File: src/rtl/arc4_drop_core.sv
// ARC4 decryption engine with configurable key length and RC4-drop[N] keystream discard.
// Drives an external 256x8 S memory plus length-prefixed ciphertext/plaintext memories.
module arc4_drop_core #(
   parameter int KEY_BYTES = 3,
   parameter int DROP_N    = 0
) (
   input  logic                   clk,
   input  logic                   rst,
   input  logic                   en,
   output logic                   rdy,
   input  logic [8*KEY_BYTES-1:0] key,
   output logic [7:0]             s_addr,
   output logic [7:0]             s_wrdata,
   output logic                   s_wren,
   input  logic [7:0]             s_rddata,
   output logic [7:0]             ct_addr,
   input  logic [7:0]             ct_rddata,
   output logic [7:0]             pt_addr,
   output logic [7:0]             pt_wrdata,
   output logic                   pt_wren
);

   typedef enum logic [4:0] {
      ST_IDLE, ST_INIT,
      ST_K1, ST_K2, ST_K3, ST_K4,
      ST_H1, ST_H2,
      ST_P1, ST_P2, ST_P3, ST_P4, ST_P5, ST_P6
   } state_t;

   localparam logic [10:0] DROP_W    = 11'(DROP_N);
   localparam logic [4:0]  KIDX_LAST = 5'(KEY_BYTES - 1);

   state_t                 r_state;
   logic [8*KEY_BYTES-1:0] r_key;
   logic [7:0]             r_i;
   logic [7:0]             r_j;
   logic [7:0]             r_si;
   logic [7:0]             r_sj;
   logic [7:0]             r_ct;
   logic [7:0]             r_k;
   logic [4:0]             r_kidx;
   logic [10:0]            r_rem;
   logic [10:0]            r_drop;

   logic [7:0]             w_key_byte [32];
   logic [7:0]             w_ksa_j;
   logic [7:0]             w_prga_j;
   logic [7:0]             w_pad_addr;
   logic [10:0]            w_total;
   logic                   w_discard;

   // Byte 0 of the key is the most significant byte of the latched vector.
   generate
      for (genvar gi = 0; gi < 32; gi++) begin : g_key_byte
         if (gi < KEY_BYTES) begin : g_used
            assign w_key_byte[gi] = r_key[8*(KEY_BYTES-gi)-1 -: 8];
         end else begin : g_unused
            assign w_key_byte[gi] = 8'h00;
         end
      end
   endgenerate

   assign w_ksa_j    = r_j + s_rddata + w_key_byte[r_kidx];
   assign w_prga_j   = r_j + s_rddata;
   assign w_pad_addr = r_si + r_sj;
   assign w_total    = DROP_W + {3'b000, ct_rddata};
   assign w_discard  = (r_drop != 11'd0);

   always_ff @(posedge clk) begin
      if (rst) begin
         r_state <= ST_IDLE;
         r_key   <= '0;
         r_i     <= 8'd0;
         r_j     <= 8'd0;
         r_si    <= 8'd0;
         r_sj    <= 8'd0;
         r_ct    <= 8'd0;
         r_k     <= 8'd0;
         r_kidx  <= 5'd0;
         r_rem   <= 11'd0;
         r_drop  <= 11'd0;
      end else begin
         case (r_state)
            ST_IDLE: begin
               if (en) begin
                  r_key   <= key;
                  r_i     <= 8'd0;
                  r_state <= ST_INIT;
               end
            end
            ST_INIT: begin
               r_i <= r_i + 8'd1;
               if (r_i == 8'd255) begin
                  r_j     <= 8'd0;
                  r_kidx  <= 5'd0;
                  r_state <= ST_K1;
               end
            end
            ST_K1: r_state <= ST_K2;
            ST_K2: begin
               r_j     <= w_ksa_j;
               r_si    <= s_rddata;
               r_state <= ST_K3;
            end
            ST_K3: r_state <= ST_K4;
            ST_K4: begin
               r_i     <= r_i + 8'd1;
               r_kidx  <= (r_kidx == KIDX_LAST) ? 5'd0 : r_kidx + 5'd1;
               r_state <= (r_i == 8'd255) ? ST_H1 : ST_K1;
            end
            ST_H1: r_state <= ST_H2;
            ST_H2: begin
               r_i     <= 8'd0;
               r_j     <= 8'd0;
               r_k     <= 8'd0;
               r_rem   <= w_total;
               r_drop  <= DROP_W;
               r_state <= (w_total == 11'd0) ? ST_IDLE : ST_P1;
            end
            ST_P1: begin
               r_i     <= r_i + 8'd1;
               r_state <= ST_P2;
            end
            ST_P2: begin
               r_j     <= w_prga_j;
               r_si    <= s_rddata;
               r_state <= ST_P3;
            end
            // Ciphertext byte requested in P2 arrives now; hold it until P6.
            ST_P3: begin
               r_sj    <= s_rddata;
               r_ct    <= ct_rddata;
               r_state <= ST_P4;
            end
            ST_P4: r_state <= ST_P5;
            ST_P5: r_state <= ST_P6;
            ST_P6: begin
               if (w_discard) begin
                  r_drop <= r_drop - 11'd1;
               end else begin
                  r_k <= r_k + 8'd1;
               end
               r_rem   <= r_rem - 11'd1;
               r_state <= (r_rem == 11'd1) ? ST_IDLE : ST_P1;
            end
            default: r_state <= ST_IDLE;
         endcase
      end
   end

   // Memory ports are decoded from state; read data feeds addresses in the same
   // cycle so each swap step fits the one-cycle memory latency.
   always_comb begin
      rdy       = (r_state == ST_IDLE);
      s_addr    = 8'd0;
      s_wrdata  = 8'd0;
      s_wren    = 1'b0;
      ct_addr   = 8'd0;
      pt_addr   = 8'd0;
      pt_wrdata = 8'd0;
      pt_wren   = 1'b0;
      case (r_state)
         ST_INIT: begin
            s_addr   = r_i;
            s_wrdata = r_i;
            s_wren   = 1'b1;
         end
         ST_K1: s_addr = r_i;
         ST_K2: s_addr = w_ksa_j;
         ST_K3: begin
            s_addr   = r_i;
            s_wrdata = s_rddata;
            s_wren   = 1'b1;
         end
         ST_K4: begin
            s_addr   = r_j;
            s_wrdata = r_si;
            s_wren   = 1'b1;
         end
         ST_H1: ct_addr = 8'd0;
         ST_H2: begin
            pt_addr   = 8'd0;
            pt_wrdata = ct_rddata;
            pt_wren   = 1'b1;
         end
         ST_P1: s_addr = r_i + 8'd1;
         ST_P2: begin
            s_addr  = w_prga_j;
            ct_addr = r_k + 8'd1;
         end
         ST_P3: begin
            s_addr   = r_i;
            s_wrdata = s_rddata;
            s_wren   = 1'b1;
         end
         ST_P4: begin
            s_addr   = r_j;
            s_wrdata = r_si;
            s_wren   = 1'b1;
         end
         ST_P5: s_addr = w_pad_addr;
         ST_P6: begin
            if (!w_discard) begin
               pt_addr   = r_k + 8'd1;
               pt_wrdata = s_rddata ^ r_ct;
               pt_wren   = 1'b1;
            end
         end
         default: ;
      endcase
   end

endmodule

File: config.mk
export PLATFORM = sky130hd
export DESIGN_NAME = arc4_drop_core
export DESIGN_NICKNAME = d
export VERILOG_FILES = /design/src/rtl/arc4_drop_core.sv
export SDC_FILE = /design/constraint.sdc
export NUM_CORES = 1
export LEC_CHECK = 0
export CAP_MARGIN = 25
export CORE_MARGIN = 3
export CORE_UTILIZATION = 50
export CTS_BUF_LIST = sky130_fd_sc_hd__clkbuf_4 sky130_fd_sc_hd__clkbuf_8 sky130_fd_sc_hd__clkbuf_16
export DETAILED_ROUTE_END_ITERATION = 16
export PLACE_DENSITY = 0.8
export SETUP_SLACK_MARGIN = 0.1
export SYNTH_ARGS = -nofsm -noshare
export SYNTH_HDL_FRONTEND = slang
export SYNTH_SLANG_ARGS = --single-unit
File: constraint.sdc
create_clock -name clk -period 5.6 [get_ports clk]
set_input_delay 1.12 -clock clk [delete_from_list [all_inputs] [get_ports clk]]
set_output_delay 1.12 -clock clk [all_outputs]
set_load 0.005 [all_outputs]
Word level (Yosys, flattened, before mapping) --
Cells that the tools add are included.
Word-level totals: bits in registers 104, bits in latches 0, RAM bits 0, ROM bits 0, bits of input ports 43, output and inout port bits 43, word-level logic and storage cells 93, memories kept 0
Operators by class: add/sub/neg operators 8, multiply operators 0, divide/modulo/power cells 0, $lt $le $gt $ge 1, eq/ne operators 20, shifts and indexed selects 0, mux-type cells 31, bitwise gates (word level) 2, reductions and logical operators 20
Operators with widths (number):
- 2-to-1 mux 8 bit | 9
- one-hot mux 5 bit (14 select lines) | 1
- one-hot mux 8 bit (3 select lines) | 2
- one-hot mux 8 bit (6 select lines) | 1
- one-hot mux 11 bit (2 select lines) | 2
- binary-select mux 8 bit (select 5 bit) | 1
- one-hot mux 8 bit (2 select lines) | 2
- one-hot mux 8 bit (4 select lines) | 1
- equality test 5 x 4 -> 1 bit (second input constant) | 6
- adder 8 bit | 3
- subtractor 11 x 1 -> 11 bit (second input constant) | 2
- equality test 5 x 3 -> 1 bit (second input constant) | 4
- 2-to-1 mux 5 bit | 4
- adder 8 x 1 -> 8 bit (second input constant) | 2
- equality test 5 x 2 -> 1 bit (second input constant) | 3
- AND reduction 2 bit | 7
- equality test 11 x 1 -> 1 bit (second input constant) | 1
- logical NOT 11 bit | 1
- 2-to-1 mux 11 bit | 1
- nonzero test 11 bit | 1
- one-hot mux 5 bit (2 select lines) | 1
- equality test 8 bit (second input constant) | 1
- 2-to-1 mux 4 bit | 2
- != test 2 bit (second input constant) | 4
- 16 further kinds | 20

Longest topological paths before layout --
Gate-level depths: netlist (run 1).
word-level depth 6, depth in mapped cells 13, depth with buffers taken out 12

Worst setup path before layout (run 1) --
OpenSTA, ideal clock, no wires.
path type input to output, start point input port s_rddata[0], end point output port s_addr[7], arrival time 3.502 ns, data required time 4.480 ns, slack 0.978 ns, stages on the path 11, path buffers 0, cell sequence ha_1 -> fa_1 -> a21o_1 -> a21oi_1 -> or4_1 -> nand4_1 -> ha_1 -> nor2b_1 -> a311o_1 -> xnor3_1 -> o211ai_1
Between the ends: word-level cells in the longest chain between the ends 3
Ends and longest elaborated chain:
- start: declaration | RTL line 15 | input logic [7:0] s_rddata,
- adder 8 bit * | RTL line 63, 64
- adder 8 bit | RTL line 63 | assign w_ksa_j = r_j + s_rddata + w_key_byte[r_kidx];
- one-hot mux 8 bit (6 select lines) * | RTL line 162 | case (r_state)
- end: declaration | RTL line 12 | output logic [7:0] s_addr,
Mark *: on every way between the ends. The rest lies on a longest branch, timed or not.

Worst setup path in the final report (run 1) --
start point input port s_rddata[0], end point output port s_addr[4]
Same word-level chain as after synthesis.

==> flow_summary.yaml, run 1 <==
sta:
  fmax_mhz: 186.9
  finalCritPeriodShare: 0.9552
  setup_slack_ns: 0.2507
  rsz0062_at_grt: "no"
  fin_hold_ws_ns: 0.4549
  worst_pin_slew_ns: 1.053
  fin_tns_setup_ns: 0
  hold_viol: 0
  maxSlewViolCount: 0
  skew_ns: 0.008737
  fin_crit_ns: 5.349
  setup_viol: 0
  slew_headroom: 0.2961
setup_path:
  crit_buf_inv: 4
  critPathMaxFanout: 3
  crit-reg2reg-launch: "r_kidx[1]"
  rrSetupSlack_ns: 2.45
  worstSetupPathType: "in -> out"
  crit_chain: "clkdlybuf4s50_1, ha_1, fa_1, a21o_1, a21oi_2, buf_4, xnor2_1, ha_1, buf_4, xnor2_1, a22oi_1, nand3_1, clkdlybuf4s50_1"
  critical_path_arrival_ns: 4.23
  critPathCaptureType: "output port"
  required_ns: 4.48
  worst_setup_path_start_kind: "input pin"
  slowest_stage: "clkdlybuf4s50_1"
  cp.depth: 13
  cp_top_family: "buffers and inverters"
  max_stage_delay_ns: 0.47
  rr_endpoint: "r_j[7]"
  r2r_cells: 11
routing:
  drt_iter0_markers: 668
  vias: 6197
  met3_length_um: 850
  drt-met1-wl_mm: 7.720
  viasPerCell: 5.775
  drtAntennaViolNets: 0
  post-route-drc-count: 0
  wl_mm: 16.93
  drt_pass1_iterations: 5
  wl_per_cell_um: 15.78
  wl_met2_mm: 7.964
  maxUsedRoutingLayer: "met4"
finish:
  final_area_um2: 7577
  area.growth.synth_to_final_pct: 22.64
  antenna_cells: 0
  nets: 978
  drive_above_1_share: 0.06271
  n_fill_cell: 1037
clocking:
  cts_setup_buffers: 0
  cts_tree: "yes"
  numCtsBuffers: 9
  worstSkewPairLatency_ns: 0.37
  clockBufferDepth: 2
  clock_sinks: 103
  clk_pin_slew_worst_paths_ns: 0.06
  htreeDepth: 3
  cts_root_buf: "clkbuf_16"
grt:
  first_global_vias: 5732
  grt_start_max_net_pins: 43
  grt_overflow: 0
  grt_use_total: 0.2538
  grt_pass1_wl_mm: 27.76
  antenna_found_initial: 0
floorplan:
  start_util: 0.5254
  core_um2: 11760
  rows: 39
  die_w_um: 117.2
  die-area_um2: 13730
  io_pins: 86
  dieHeight_um: 117.2
power:
  power.leakage_nw: 2.777
  powerDensity_nw_per_um2: 228.9
  power_mw: 1.735
  peakVddDrop_mv: 0.1868
placed_design:
  dp_hpwl_mm: 12.26
  place_congestion: 0.9390
  port_buffers: 85
  dpl-instance-area_um2: 7244
  pre_cts_ws_ns: -0.1635
min_path:
  hold_start: "r_key[7]"
  hp-class: "reg -> reg"
  holdPathStages: 2
  min_to: "r_key[7]"
synth:
  synth_ff_type: "dfxtp_1"
  syn_area_per_cell_um2: 7.489
  synthCells: 825
  ys.warnings.count: 0
  synth_edf_count: 0
  synth-seq-cells: 103
  synth.cell_area_um2: 6178
  synth_nets: 899
  synth_cell_types: 68
  synth-seq-area-share: 0.3337
  synthArstFlopShare: 0
outcome:
  status: "finished, final reports clean"
run:
  maxCapViolations: 0
stage by stage:
step | instances | utilization
final | 1073 | 0.6443
after global routing | 1073 | 0.6443
after CTS | 1072 | 0.6437
after detailed placement | 1056 | 0.6160
after global placement | 1055 | 0.6154
after floorplan | 825 | -
cell usage after synthesis, types with 3 or more instances:
cell / instances / area [µm²]
a21o_1: 3 / 22.52
a21oi_1: 112 / 560.5
a221o_1: 3 / 30.03
a222oi_1: 3 / 30.03
a22oi_1: 6 / 45.04
a31oi_1: 5 / 31.28
and2_1: 4 / 25.02
and3_1: 6 / 37.54
buf_1: 4 / 15.01
buf_2: 3 / 15.01
clkbuf_1: 34 / 127.6
dfxtp_1: 103 / 2062
fa_1: 3 / 60.06
ha_1: 28 / 350.3
inv_1: 16 / 60.06
mux2i_1: 17 / 170.2
nand2_1: 146 / 548.0
nand2b_1: 8 / 50.05
nand3_1: 21 / 105.1
nand3b_1: 3 / 22.52
nand4_1: 3 / 18.77
nand4b_1: 4 / 35.03
nor2_1: 96 / 360.4
nor2b_1: 6 / 37.54
nor3_1: 14 / 70.07
nor4_1: 7 / 43.79
o211ai_1: 9 / 67.56
o21a_1: 3 / 22.52
o21ai_0: 44 / 220.2
o221ai_1: 3 / 26.28
o31ai_1: 4 / 30.03
or3_1: 18 / 112.6
xnor2_1: 28 / 245.2
xor2_1: 11 / 96.34
worst max-delay path by stage:
stage                      from   endpoint  slack (ns)
finish              s_rddata[0]  s_addr[4]        0.25
global route        s_rddata[0]  s_addr[6]        0.11
CTS                 s_rddata[0]  s_addr[5]        0.11
detailed placement  s_rddata[0]  s_addr[7]       -0.16
global placement    s_rddata[0]  s_addr[7]       -0.08
floorplan           s_rddata[0]  s_addr[7]        0.98
layout make-up:
class,count,area [µm²],share of cell area
Clock inverter,6,85.08,0.01123
Tap cell,164,205.2,0.02708
Sequential cell,103,2062,0.2721
Timing Repair Buffer,109,1020,0.1346
Inverter,17,63.81,0.008421
Multi-Input combinational cell,664,3909,0.5159
Clock buffer,10,232.7,0.03071
worst min-delay path, cell delays in order (launching register included):
cell     delay (ns)
dfxtp_1        0.31
nand2_1        0.05
a21oi_1        0.05
kinds of logic (layout without fill, tap and decap cells):
family | Yosys count | after routing | share of synthesized area
buffers and inverters | 58 | 142 | 0.03584
and+or+nand+nor | 353 | 353 | 0.2618
DFF | 103 | 103 | 0.3337
xor gates and xnor gates | 40 | 40 | 0.05893
AOI/OAI and AO/OA | 222 | 222 | 0.2139
adders and majority gates | 31 | 31 | 0.06642
muxes | 18 | 18 | 0.02936
power by group:
group	total (mW)	switching [mW]	internal [mW]
Clock	0.682	0.287	0.395
Sequential	0.772	0.0194	0.752
Combinational	0.281	0.151	0.130
Total	1.73	0.458	1.28
layout by cell type, fill, tap and decap left out, types with 8 or more instances in the layout:
master / count
clkdlybuf4s50_1: 81
dfxtp_1: 103
xnor2_1: 28
nor3_1: 14
or3_1: 18
xor2_1: 11
ha_1: 28
a21oi_1: 110
clkbuf_16: 9
nand2b_1: 8
buf_4: 23
nand3_1: 21
o211ai_1: 9
nor2_1: 96
mux2i_1: 17
inv_1: 16
o21ai_0: 44
nand2_1: 146
registers in the layout, summed over array words and instances, names as in the netlist:
signal   cells
r_key       24
r_rem       11
r_drop      11
r_sj         8
r_kidx       5
r_i          8
r_j          8
r_k          8
r_ct         8
r_si         8
r_state      4
per-layer routing:
metal | vias up | track usage
li1 | 3058 | -
met1 | 2911 | 0.3351
met2 | 194 | 0.4106
met3 | 34 | 0.05553
met4 | 0 | 0.08792
met5 | - | 0
timing repair:
action	4_1_cts	5_1_grt
pin swaps	2	4
hold buffers	0	0
gates cloned	0	0
gates resized for setup	4	4
setup endpoints to repair	3	3
Power figures use the tool's default switching activity.
==> run 2, diff against run 1 <==
--- a/config.mk
+++ b/config.mk
@@ -5,6 +5,7 @@
 export SDC_FILE = /design/constraint.sdc
 export NUM_CORES = 1
 export LEC_CHECK = 0
+export ABC_AREA = 1
 export CAP_MARGIN = 25
 export CORE_MARGIN = 3
 export CORE_UTILIZATION = 50
==> constraint.sdc (replaced) <==
create_clock -name clk -period 6.5 [get_ports clk]
set_input_delay 1.3 -clock clk [delete_from_list [all_inputs] [get_ports clk]]
set_output_delay 1.3 -clock clk [all_outputs]
set_load 0.005 [all_outputs]
==> run 2 against run 1 <==
  * Core utilization is 1.8 points lower
  * Die area is 2.5% higher
  * Highest routed layer unchanged
  * Area after synthesis is 2.6% higher
  * Synthesized cell count is 16% higher
  * Worst setup slack better by 0.19 ns
  * Via count is 3.5% higher
==> flow_summary.yaml, run 2 <==
setup_path:
  cp_top_family: "buffers and inverters"
  slowest_stage: "clkdlybuf4s50_1"
  worstSetupPathType: "in -> out"
  critPathMaxFanout: 5
  rrSetupSlack_ns: 3.48
  worst_setup_path_start_kind: "input pin"
  crit_buf_inv: 6
  required_ns: 5.20
  critPathCaptureType: "output port"
  max_stage_delay_ns: 0.51
  critical_path_arrival_ns: 4.76
  crit_chain: "clkdlybuf4s50_1, ha_1, fa_1, nand2_1, inv_1, nor2_1, o21bai_1, or2_2, nand2_1, inv_1, ha_1, nand2_1, inv_1, nand4_1, o211ai_1, or2_2, nand3_1, nand2_1, inv_1, nand2_1, clkdlybuf4s50_1"
  cpMostUsedCell: "nand2_1"
power:
  powerDensity_nw_per_um2: 232.8
  peakVddDrop_mv: 0.1631
  power_mw: 1.780
  power.leakage_nw: 3.272
finish:
  antenna_cells: 0
  final_common_cell: "nand2_1"
  final_cell_mix: "184 x nand2_1, 114 x inv_1, 113 x nor2_1"
  largest-register: "r_key"
  largest_reg_flops: 24
  top_regs: "r_key: 24 flops, r_drop: 11 flops, r_rem: 11 flops"
  drive_above_1_share: 0.05734
  n_fill_cell: 1158
  nets: 1098
  area.growth.synth_to_final_pct: 20.62
synth:
  synthArstFlopShare: 0
  synth-seq-cells: 103
  synth_top_area_share: 0.3252
  synth_area_leaders: "dfxtp_1 33%, nand2_1 11%, a21oi_1 7.5%, inv_1 6.7%, nor2_1 6.7%"
  synth.cell_area_um2: 6340
  synth_edf_count: 0
  synth_cell_types: 48
  synth-seq-area-share: 0.3252
  ys.warnings.count: 0
  synthTopCellsByCount: "184 x nand2_1, 114 x inv_1, 113 x nor2_1, 103 x dfxtp_1, 95 x a21oi_1"
  synth_ff_type: "dfxtp_1"
  syn_area_per_cell_um2: 6.652
  synth_nets: 1027
  yosysTopAreaCell: "dfxtp_1"
  yosysMostFrequentCell: "nand2_1"
  synthCells: 953
sta:
  skew_ns: 0.008121
  worst_pin_slew_ns: 0.6859
  fmax_mhz: 165.1
  slew_headroom: 0.5410
  maxSlewViolCount: 0
  fin_crit_ns: 6.058
  finalCritPeriodShare: 0.9321
  fin_hold_ws_ns: 0.4590
  setup_viol: 0
  fin_tns_setup_ns: 0
  rsz0062_at_grt: "no"
  hold_viol: 0
run:
  maxCapViolations: 0
clocking:
  clockBufferDepth: 2
  numCtsBuffers: 9
  cts_resized: 0
  worstSkewPairLatency_ns: 0.35
  htreeDepth: 3
  clock_sinks: 103
  cts_root_buf: "clkbuf_16"
  clk_pin_slew_worst_paths_ns: 0.08
  cts_setup_buffers: 0
  cts_tree: "yes"
  cts.hold.buffers_added: 0
outcome:
  status: "finished, final reports clean"
routing:
  wl_mm: 17.31
  post-route-drc-count: 0
  wl_per_cell_um: 14.46
  drt_iter0_markers: 424
  vias: 6414
  viasPerCell: 5.358
  drt_pass1_iterations: 6
  drtAntennaViolNets: 0
floorplan:
  start_util: 0.5192
  dieHeight_um: 118.6
  die_w_um: 118.6
  core_um2: 12210
  die-area_um2: 14070
  rows: 40
  io_pins: 86
grt:
  grt_start_max_net_pins: 49
  antenna_found_initial: 0
  first_global_vias: 5944
  grt_overflow: 0
  grt_pass1_wl_mm: 28.66
  grt_use_total: 0.2461
min_path:
  hp-class: "reg -> reg"
placed_design:
  dp_hpwl_mm: 12.98
  place_congestion: 0.9591
  port_buffers: 85
==> run 2: cell type report <==
class	instances	area [µm²]	share of cell area
multi-input cells	688	3654	0.4777
clock inverters	6	76.32	0.009980
clock buffers	10	239.0	0.03125
repair buffers	90	908.4	0.1188
inverters	132	498.0	0.06512
well taps	168	210.2	0.02749
flip-flops and latches	103	2062	0.2696
==> run 2: cells by family (layout without fill, tap and decap cells) <==
kind of cell / count (synthesis) / in the layout / share of synthesized area
AOI/OAI and AO/OA: 226 / 226 / 0.2009
xor gates and xnor gates: 28 / 28 / 0.03868
adders and majority gates: 31 / 31 / 0.06473
buffers and inverters: 162 / 238 / 0.09848
DFF: 103 / 103 / 0.3252
and+or+nand+nor: 403 / 403 / 0.2720
==> run 2: through the flow <==
step	worst slack (ns)	cells	util	instance area (µm²)
6_report	0.4416	1197	0.6262	7647
4_1_cts	0.4576	1196	0.6240	7620
5_1_grt	0.1479	1197	0.6262	7647
3_5_place_dp	0.4668	1180	0.5982	7305
3_3_place_gp	0.5205	1180	0.5982	7305
2_1_floorplan	1.611	953	-	6340
==> run 2: path summary, 6_finish.rpt <==
path,from,end,cells after the start
hold / removal,r_key[16],r_key[16],2
setup / recovery,s_rddata[0],s_addr[6],21
setup reg to reg,r_kidx[0],r_j[4],13
hold reg to reg,r_key[16],r_key[16],2
==> run 2: power by group <==
part / leakage [nW] / switching, mW / internal (mW)
Clock: 0.152 / 0.256 / 0.315
Sequential: 0.835 / 0.0289 / 0.680
Combinational: 2.29 / 0.307 / 0.194
==> run 2: tightest hold or removal path, stage by stage, from the launching register on <==
cell	delay [ns]
dfxtp_1	0.30
inv_1	0.06
a21oi_1	0.05
==> run 2: routing by layer <==
metal / GRT usage / routed length (µm)
met1: 0.3315 / 7947
met2: 0.3925 / 7738
met4: 0.08617 / 462
met3: 0.04928 / 1157
met5: 0 / 0
==> run 3, diff against run 2 <==
--- a/config.mk
+++ b/config.mk
@@ -7,6 +7,7 @@
 export LEC_CHECK = 0
 export ABC_AREA = 1
 export CAP_MARGIN = 25
+export CORE_ASPECT_RATIO = 0.75
 export CORE_MARGIN = 3
 export CORE_UTILIZATION = 50
 export CTS_BUF_LIST = sky130_fd_sc_hd__clkbuf_4 sky130_fd_sc_hd__clkbuf_8 sky130_fd_sc_hd__clkbuf_16
==> run 3 against run 2 <==
  * Clock skew down 0.00071 ns
  * Design area is 0.52% lower
  * Via count rose by 1.9%
  * Wire length grew 2.7%
  * Fmax increased by 0.45%
  * Global-route usage grew 1.1 points
  * Core utilization is 0.79 points higher
  * First-iteration DRC count up 13%
  * Register-to-register slack gained 0.11 ns
  * Critical path type unchanged
  * Critical endpoint unchanged
  * Largest power group unchanged
==> flow_summary.yaml, run 3 (synthesis results as in run 2) <==
outcome:
  status: "finished, final reports clean"
setup_path:
  max_stage_delay_ns: 0.48
  cpMostUsedCell: "nand2_1"
  crit_buf_inv: 6
  crit-reg2reg-launch: "r_j[0]"
  crit_chain: "clkdlybuf4s50_1, ha_1, fa_1, nand2_1, inv_1, nor2_1, o21bai_1, or2_2, nand2_1, inv_1, ha_1, nand2_1, inv_1, nand4_1, o211ai_1, or2_2, nand3_1, nand2_1, inv_1, nand2_1, clkdlybuf4s50_1"
  cp_top_family: "simple AND/OR/NAND/NOR gates"
  critPathCaptureType: "output port"
  critPathMaxFanout: 5
  critical_path_arrival_ns: 4.73
  slowest_stage: "clkdlybuf4s50_1"
  worstSetupPathType: "in -> out"
  required_ns: 5.20
  worst_setup_path_start_kind: "input pin"
  crit_start: "s_rddata[0]"
grt:
  first_global_vias: 5951
  grt_start_max_net_pins: 45
  grt_overflow: 0
  grt_use_total: 0.2574
  antenna_found_initial: 1
  grt_pass1_wl_mm: 29.69
sta:
  setup_viol: 0
  maxSlewViolCount: 0
  setup_slack_ns: 0.4690
  fin_hold_ws_ns: 0.4581
  rsz0062_at_grt: "no"
  fmax_mhz: 165.8
  fin_crit_ns: 6.031
  finalCritPeriodShare: 0.9278
  slew_headroom: 0.5675
  hold_viol: 0
  skew_ns: 0.007412
  fin_tns_setup_ns: 0
  worst_pin_slew_ns: 0.6448
placed_design:
  place_congestion: 0.9907
  dp_hpwl_mm: 13.42
  pre_cts_ws_ns: 0.4631
  port_buffers: 85
power:
  power.leakage_nw: 3.255
  peakVddDrop_mv: 0.1720
  power_mw: 1.755
  powerDensity_nw_per_um2: 230.6
finish:
  largest_reg_flops: 24
  nets: 1098
  antenna_cells: 0
  final_cell_mix: "184 x nand2_1, 114 x inv_1, 113 x nor2_1"
  area.growth.synth_to_final_pct: 19.99
  final_common_cell: "nand2_1"
  drive_above_1_share: 0.05734
  top_regs: "r_key: 24 flops, r_drop: 11 flops, r_rem: 11 flops"
  largest-register: "r_key"
routing:
  wl_per_cell_um: 14.92
  vias: 6536
  wl_mm: 17.77
  drtAntennaViolNets: 0
  post-route-drc-count: 0
  drt_pass1_iterations: 5
  viasPerCell: 5.488
  drt_iter0_markers: 477
floorplan:
  rows: 34
  die_w_um: 136.0
  dieHeight_um: 103.5
  start_util: 0.5285
  die-area_um2: 14080
  core_um2: 12000
  io_pins: 86
min_path:
  hp-class: "reg -> reg"
  hold_start: "r_key[14]"
clocking:
  cts_resized: 0
  cts_setup_buffers: 0
  cts_tree: "yes"
  htreeDepth: 3
  clock_sinks: 103
  cts.hold.buffers_added: 0
  clk_pin_slew_worst_paths_ns: 0.07
  worstSkewPairLatency_ns: 0.35
  cts_root_buf: "clkbuf_16"
  numCtsBuffers: 9
  clockBufferDepth: 2
run:
  maxCapViolations: 0
## run 3: cell types whose count changed in the layout (fill, tap and decap cells not counted)
cell,previous run,this run
inv_8,0,1
clkinv_8,1,0
clkbuf_4,0,1
clkinv_4,0,1
clkinvlp_4,1,2
buf_4,4,5
buf_16,1,0
inv_6,2,0
clkbuf_8,1,0
## run 3: area by class of cell
| type | instances | area, µm² |
|---|---|---|
| inverters | 132 | 498.0 |
| clock buffers | 10 | 232.7 |
| fillers | 1120 | 4389 |
| repair buffers | 90 | 888.4 |
| clock inverters | 6 | 70.07 |
| multi-input cells | 688 | 3654 |
| flip-flops and latches | 103 | 2062 |
| well taps | 162 | 202.7 |
## run 3: worst reg2reg max path, stage by stage, from the launching register on
cell,delay [ns]
dfxtp_1,0.34
ha_1,0.21
fa_1,0.40
nand2_1,0.08
inv_1,0.04
nor2_1,0.08
o21bai_1,0.07
or2_2,0.27
nand2_1,0.06
inv_1,0.05
ha_1,0.34
nand2_1,0.10
inv_1,0.04
nand4_1,0.06
o211ai_1,0.11
or2_2,0.29
nand3_1,0.09
nand3_1,0.08
nand2_1,0.06
inv_1,0.04
## run 3: per-stage QoR
step	std cells	utilization	instance area [µm²]
after global routing	1191	0.6341	7607
after CTS	1191	0.6341	7607
after detailed placement	1175	0.6089	7305
after global placement	1175	0.6089	7305
final	1191	0.6341	7607
after floorplan	953	-	6340
## run 3: routing by layer
layer	vias up	track usage	routed length [µm]
met4	2	0.04604	137
li1	3299	-	-
met1	2950	0.3879	8238
met3	18	0.05233	1678
met5	-	0	13
met2	267	0.3830	7705
## run 3: worst paths after layout
check	depth (start not counted)	slack, ns	end
max reg2reg	19	3.59	r_j[6]
min	2	0.46	r_key[14]
max	21	0.47	s_addr[6]
min reg2reg	2	0.46	r_key[14]
## run 3: where the power goes
part,switching (mW),internal [mW],leakage [nW],total [mW]
registers,0.0305,0.680,0.835,0.710
clock network,0.255,0.306,0.144,0.562
logic,0.297,0.185,2.28,0.483
==> RTL edit 1, RTL diff (settings of run 1) <==
The parameter `KEY_BYTES` goes from 3 to 6.
--- a/src/rtl/arc4_drop_core.sv
+++ b/src/rtl/arc4_drop_core.sv
@@ -1,7 +1,7 @@
 // ARC4 decryption engine with configurable key length and RC4-drop[N] keystream discard.
 // Drives an external 256x8 S memory plus length-prefixed ciphertext/plaintext memories.
 module arc4_drop_core #(
-   parameter int KEY_BYTES = 3,
+   parameter int KEY_BYTES = 6,
    parameter int DROP_N    = 0
 ) (
    input  logic                   clk,
Interface: changed (resized key); port bits go from 86 to 110. No check against the original RTL was run, so the function may have changed too.
==> RTL edit 1 against run 1 <==
  * Cell area rose by 20%
  * Sequential cell count rose by 24
  * Synthesized area rose by 16%
  * Worst setup slack got worse by 0.088 ns
  * Total power rose by 42%
  * Via count rose by 13%
  * Wire length rose by 17%
  * Synthesized cell count rose by 12%
  * Critical endpoint is now s_addr[7]
  * Highest routed layer unchanged
==> RTL edit 1: results (changes against run 1) <==
Clocking
  • Total CTS buffers: 17 (+8)
  • Worst-skew pair later-pin latency: 0.43 ns (+0.06 ns)

Global route
  • Number of global-route vias before repair: 6,321 (+10%)
  • GR Util met3: 4.78% (-0.77 points)
  • Largest net degree at the start of global routing: 62 (+44%)
  • GR Layer Usage met2: 39.7% (-1.4 points)
  • GRT Util Overall: 24.5% (-0.85 points)
  • First-pass GRT wire length: 31,400 um (+13%)
  • Met1 Usage GRT: 32.1% (-1.4 points)

Synth
  • Post-synthesis adder-cell area fraction: 5.75% (-0.89 points)
  • Syn_nets: 1,025 (+14%)
  • Post-synth cell types: 67 (-1.5%)
  • Area contributors post-synth: dfxtp_1 36%, nand2_1 9.8%, a21oi_1 9.1%
  • Cells after Synth: 927 (+12%)
  • Complex-gate fraction of the synthesized area: 20.6% (-0.81 points)
  • Register area share after synthesis: 35.6% (+2.2 points)
  • Post-synthesis mux area share: 4.05% (+1.1 points)
  • Commonest cells post-synth: 187 x nand2_1, 130 x a21oi_1, 127 x dfxtp_1
  • Synth Area in XOR/XNOR: 4.98% (-0.91 points)

Final layout
  • Biggest registers after layout: r_key (48), r_drop (11), r_rem (11)
  • Final net count: 1,125 (+15%)
  • Layout Cells excl Fill: 1,220 (+14%)
  • Ratio of cells with drive above 1 in the final layout: 9.04% (+2.8 points)

Critical path
  • CP max stage cell: clkdlybuf4s50_1
  • Crit path DAT: 4.32 ns (+0.09 ns)
  • Reg2Reg Setup Slack: 2.17 ns (-0.28 ns)
  • Reg2reg start: r_kidx[0]
  • Setup crit start: s_rddata[3]
  • Worst reg-to-reg path cell count: 14 (+3)
  • Crit path to: s_addr[7]

Timing
  • Worst hold margin: 0.453 ns (-0.00228 ns)
  • Worst-Margin Slew: 0.946 ns (-0.107 ns)
  • Tmin final: 5.44 ns (+0.0878 ns)
  • Setup Skew: 0.00879 ns (+0.0000548 ns)

Detailed routing
  • Vias per Instance: 5.73 (-0.82%)
  • Detailed Route Iter0 Violations: 827 (+24%)
  • Drt first pass iters: 8 (+3)
  • Met3 WL: 1180 um (+39%)
  • Wl on met1: 8540 um (+11%)
  • Metal2 WL: 9590 um (+20%)
  • Routed WL per cell: 16.3 um (+3.2%)

Place
  • Place WS: -0.0864 ns (+0.0771 ns)
  • Detailed Place HPWL: 14,100 um (+15%)
  • Port bufs: 109 (+28%)
  • GPL Wtd Cong: 0.963 (+2.5%)
  • Area post-placement: 8410 um2 (+16%)

Worst hold path
  • Worst hold-check path type: register to register

Power
  • Comb pwr share: 14.3% (-1.9 points)
  • Clock power frac: 46.2% (+6.9 points)
  • Pwr dens: 272 nW/um2 (+19%)
  • Maximum vdd drop: 0.213 mV (+14%)
  • Internal power: 0.00179 W (+40%)
  • Leak Pwr: 3.45 nW (+24%)

Run status
  • Status: complete, no violations
==> RTL edit 1: changes by cell type in the layout (fill, tap and decap cells not counted), moves of 7 or more <==
cell | before | now
a22oi_1 | 6 | 13
or3_1 | 18 | 8
a21oi_1 | 110 | 130
mux2i_1 | 17 | 3
inv_1 | 16 | 28
nand2_1 | 146 | 187
mux4_2 | 0 | 8
o21ai_0 | 44 | 34
clkdlybuf4s50_1 | 81 | 105
clkbuf_16 | 9 | 17
a222oi_1 | 3 | 14
dfxtp_1 | 103 | 127
==> RTL edit 1: layout make-up <==
type	instances	area, um2
fill	1158	4870
sequential	127	2540
tap	180	225
inverter	29	110
timing repair buffer	132	1250
clock inverter	14	171
multi-input combinational	720	4320
clock buffer	18	439
==> RTL edit 1: worst min path at each step <==
stage,cells past startpoint,from,end
floorplan,2,r_key[0],r_key[0]
global placement,2,r_key[4],r_key[4]
detailed placement,2,r_key[1],r_key[1]
CTS,2,r_key[1],r_key[1]
global route,2,r_key[6],r_key[6]
finish,2,r_key[1],r_key[1]
==> RTL edit 2, RTL diff (flow settings as in run 1) <==
Without the edit above. Compare `r_kidx` against `KIDX_LAST` with >= in place of ==.
--- a/src/rtl/arc4_drop_core.sv
+++ b/src/rtl/arc4_drop_core.sv
@@ -105,7 +105,7 @@
             ST_K3: r_state <= ST_K4;
             ST_K4: begin
                r_i     <= r_i + 8'd1;
-               r_kidx  <= (r_kidx == KIDX_LAST) ? 5'd0 : r_kidx + 5'd1;
+               r_kidx  <= (r_kidx >= KIDX_LAST) ? 5'd0 : r_kidx + 5'd1;
                r_state <= (r_i == 8'd255) ? ST_H1 : ST_K1;
             end
             ST_H1: r_state <= ST_H2;
Check against the original RTL: no difference found for any inputs over 10 cycles, from zero or initial values and one cycle with rst high; that may be too few to reach the edited logic, so the function may still have changed.
==> RTL edit 2 against run 1 <==
  * First-iteration DRC count decreased by 8.4%
  * Critical path depth increased by 3
  * Hold slack improved by 0.0020 ns
  * Count of clock-buffer cells in the layout decreased by 1
  * Sequential power increased by 0.6%
  * Clock skew decreased by 0.0017 ns
  * Sequential cell count unchanged
  * Total power decreased by 2.8%
  * Wire length decreased by 3.6%
  * Core utilization decreased by 0.50 points
  * Worst setup slack got worse by 0.016 ns
  * Cell area decreased by 1.6%
  * Synthesized area decreased by 1.7%
  * Largest power group unchanged
==> RTL edit 2: results (changes against run 1) <==
Power
  • Maximum vdd drop: 0.191 mV (+2.1%)
  • Switch share: 29.0% (+2.6 points)
  • Leak Pwr: 2.87 nW (+3.5%)

Synth
  • Syn_nets: 880 (-2.1%)
  • Post-synth cell types: 57 (-16%)
  • Async SR Flop Fraction: 0% (unchanged)
  • YS warnings: 0 (unchanged)
  • Top FF cell, synth: dfxtp_1
  • Synth Area per Inst: 7.54 um2 (+0.66%)
  • Register area share after synthesis: 33.9% (+0.56 points)
  • Area contributors post-synth: dfxtp_1 34%, a21oi_1 8.6%, nand2_1 8.5%
  • Commonest cells post-synth: 137 x nand2_1, 105 x a21oi_1, 103 x dfxtp_1

Run status
  • Status: complete, no violations

Place
  • Placed Instances: 1,009 (-4.5%)
  • GPL Wtd Cong: 0.896 (-4.6%)
  • Place WS: -0.172 ns (-0.00884 ns)
  • Detailed Place HPWL: 11,700 um (-4.8%)

Detailed routing
  • Final wirelength: 16,300 um (-3.6%)
  • Routed WL per cell: 15.8 um (+0.27%)
  • Vias per Instance: 5.79 (+0.26%)
  • Detailed Route Iter0 Violations: 612 (-8.4%)
  • DRC Markers: 0 (unchanged)
  • Drt first pass iters: 11 (+6)

Global route
  • GRT Util Overall: 24.2% (-1.2 points)
  • First-pass GRT wire length: 26,200 um (-5.5%)
  • Number of global-route vias before repair: 5,411 (-5.6%)
  • Initial antenna violation count: 0 (unchanged)
  • Largest net degree at the start of global routing: 53 (+23%)

Final layout
  • Final net count: 958 (-2.0%)
  • Ratio of cells with drive above 1 in the final layout: 6.52% (+0.25 points)
  • Biggest registers after layout: r_key (24), r_drop (11), r_rem (11)
  • Number of antenna diodes: 0 (unchanged)
  • # fillers: 1,018 (-1.8%)

Timing
  • Slew HR: 29.1% (-0.52 points)
  • Setup Skew: 0.00700 ns (-0.00174 ns)

Worst hold path
  • Worst hold-check path type: register to register
  • Hold path depth: 2 (unchanged)

Clocking
  • Max clock buf depth: 2 (unchanged)
  • CTS Root Cell: clkbuf_16
  • H-tree depth: 3 (unchanged)
  • Worst-path clk slew: 0.08 ns (+0.02 ns)
  • Worst-skew pair later-pin latency: 0.36 ns
  • Total CTS buffers: 9 (unchanged)

Critical path
  • Crit Path Max Fanout: 5 (+2)
  • Worst reg-to-reg path cell count: 16 (+5)
  • Slowest stage delay, CP: 0.44 ns (-0.03 ns)
  • Crit path DAT: 4.24 ns (about the same)
RTL edit 2: cell types whose count changed after synthesis, moves of 6 or more:
cell	run 1	this run
inv_1	16	27
mux2i_1	17	11
a21oi_1	112	105
nand2_1	146	137
or3_1	18	12
a222oi_1	3	12
o21ai_0	44	34
or4_1	1	8
RTL edit 2: layout make-up:
class                   instances  share of cell area [%]
multi-input cells             635                    50.9
flip-flops and latches        103                    27.7
clock buffers                   9                    3.02
clock inverters                 7                    1.01
repair buffers                108                    13.7
inverters                      27                    1.36
well taps                     143                    2.40
RTL edit 2: path summary, 6_finish.rpt:
kind / slack (ns) / startpoint / to
max: 0.24 / s_rddata[1] / s_addr[6]
min: 0.46 / r_key[4] / r_key[4]
max reg2reg: 2.36 / r_j[0] / r_j[7]
min reg2reg: 0.46 / r_key[4] / r_key[4]
RTL edit 2: metal layers:
layer / track usage [%] / vias to the layer above / routed length, um
li1: - / 3003 / -
met1: 32.4 / 2717 / 7310
met2: 37.0 / 217 / 7310
met3: 6.22 / 39 / 1140
met4: 10.4 / 0 / 557
met5: 0 / - / 0
RTL edit 2: what timing repair did:
item                       4_1_cts  5_1_grt
setup buffers                    2        4
setup endpoints to repair        2        4
pin swaps                        4       14
hold buffers                     0        0
gates resized for setup          8       10
RTL edit 2: cell families (layout without fill, tap and decap cells):
| kind of cell | count (synthesis) | count (layout) | share of synthesized area, % |
|---|---|---|---|
| AND/OR/NAND/NOR | 337 | 337 | 25.2 |
| AO/OA/AOI/OAI | 209 | 209 | 20.8 |
| flip-flops | 103 | 103 | 33.9 |
| buffers and inverters | 68 | 151 | 4.37 |
| XOR/XNOR | 45 | 45 | 6.71 |
| adder cells (fa/ha/maj) | 31 | 31 | 6.75 |
| multiplexers | 13 | 13 | 2.18 |
RTL edit 2: power groups by stage:
stage          sequential (W)  combinational, W  clock, W
3_3_place_gp         0.000794          0.000255         0
4_1_cts              0.000777          0.000268  0.000637
2_1_floorplan        0.000781          0.000172         0
6_report             0.000777          0.000281  0.000628
3_5_place_dp         0.000794          0.000260         0
5_1_grt              0.000781          0.000308  0.000667
RTL edit 2: worst max-delay path, delay by kind of cell:
| kind | cells | cell delay [ns] |
|---|---|---|
| and+or+nand+nor | 1 | 0.07 |
| buffers and inverters | 6 | 1.27 |
| adders and majority gates | 2 | 0.62 |
| xor gates and xnor gates | 1 | 0.18 |
| muxes | 1 | 0.13 |
| AOI/OAI and AO/OA | 5 | 0.87 |
RTL edit 2: per-stage QoR:
stage               TNS, ns  cell area [um2]
floorplan                 0             6080
global placement     -0.207             7060
detailed placement   -0.296             7060
CTS                       0             7390
global route              0             7460
finish                    0             7460
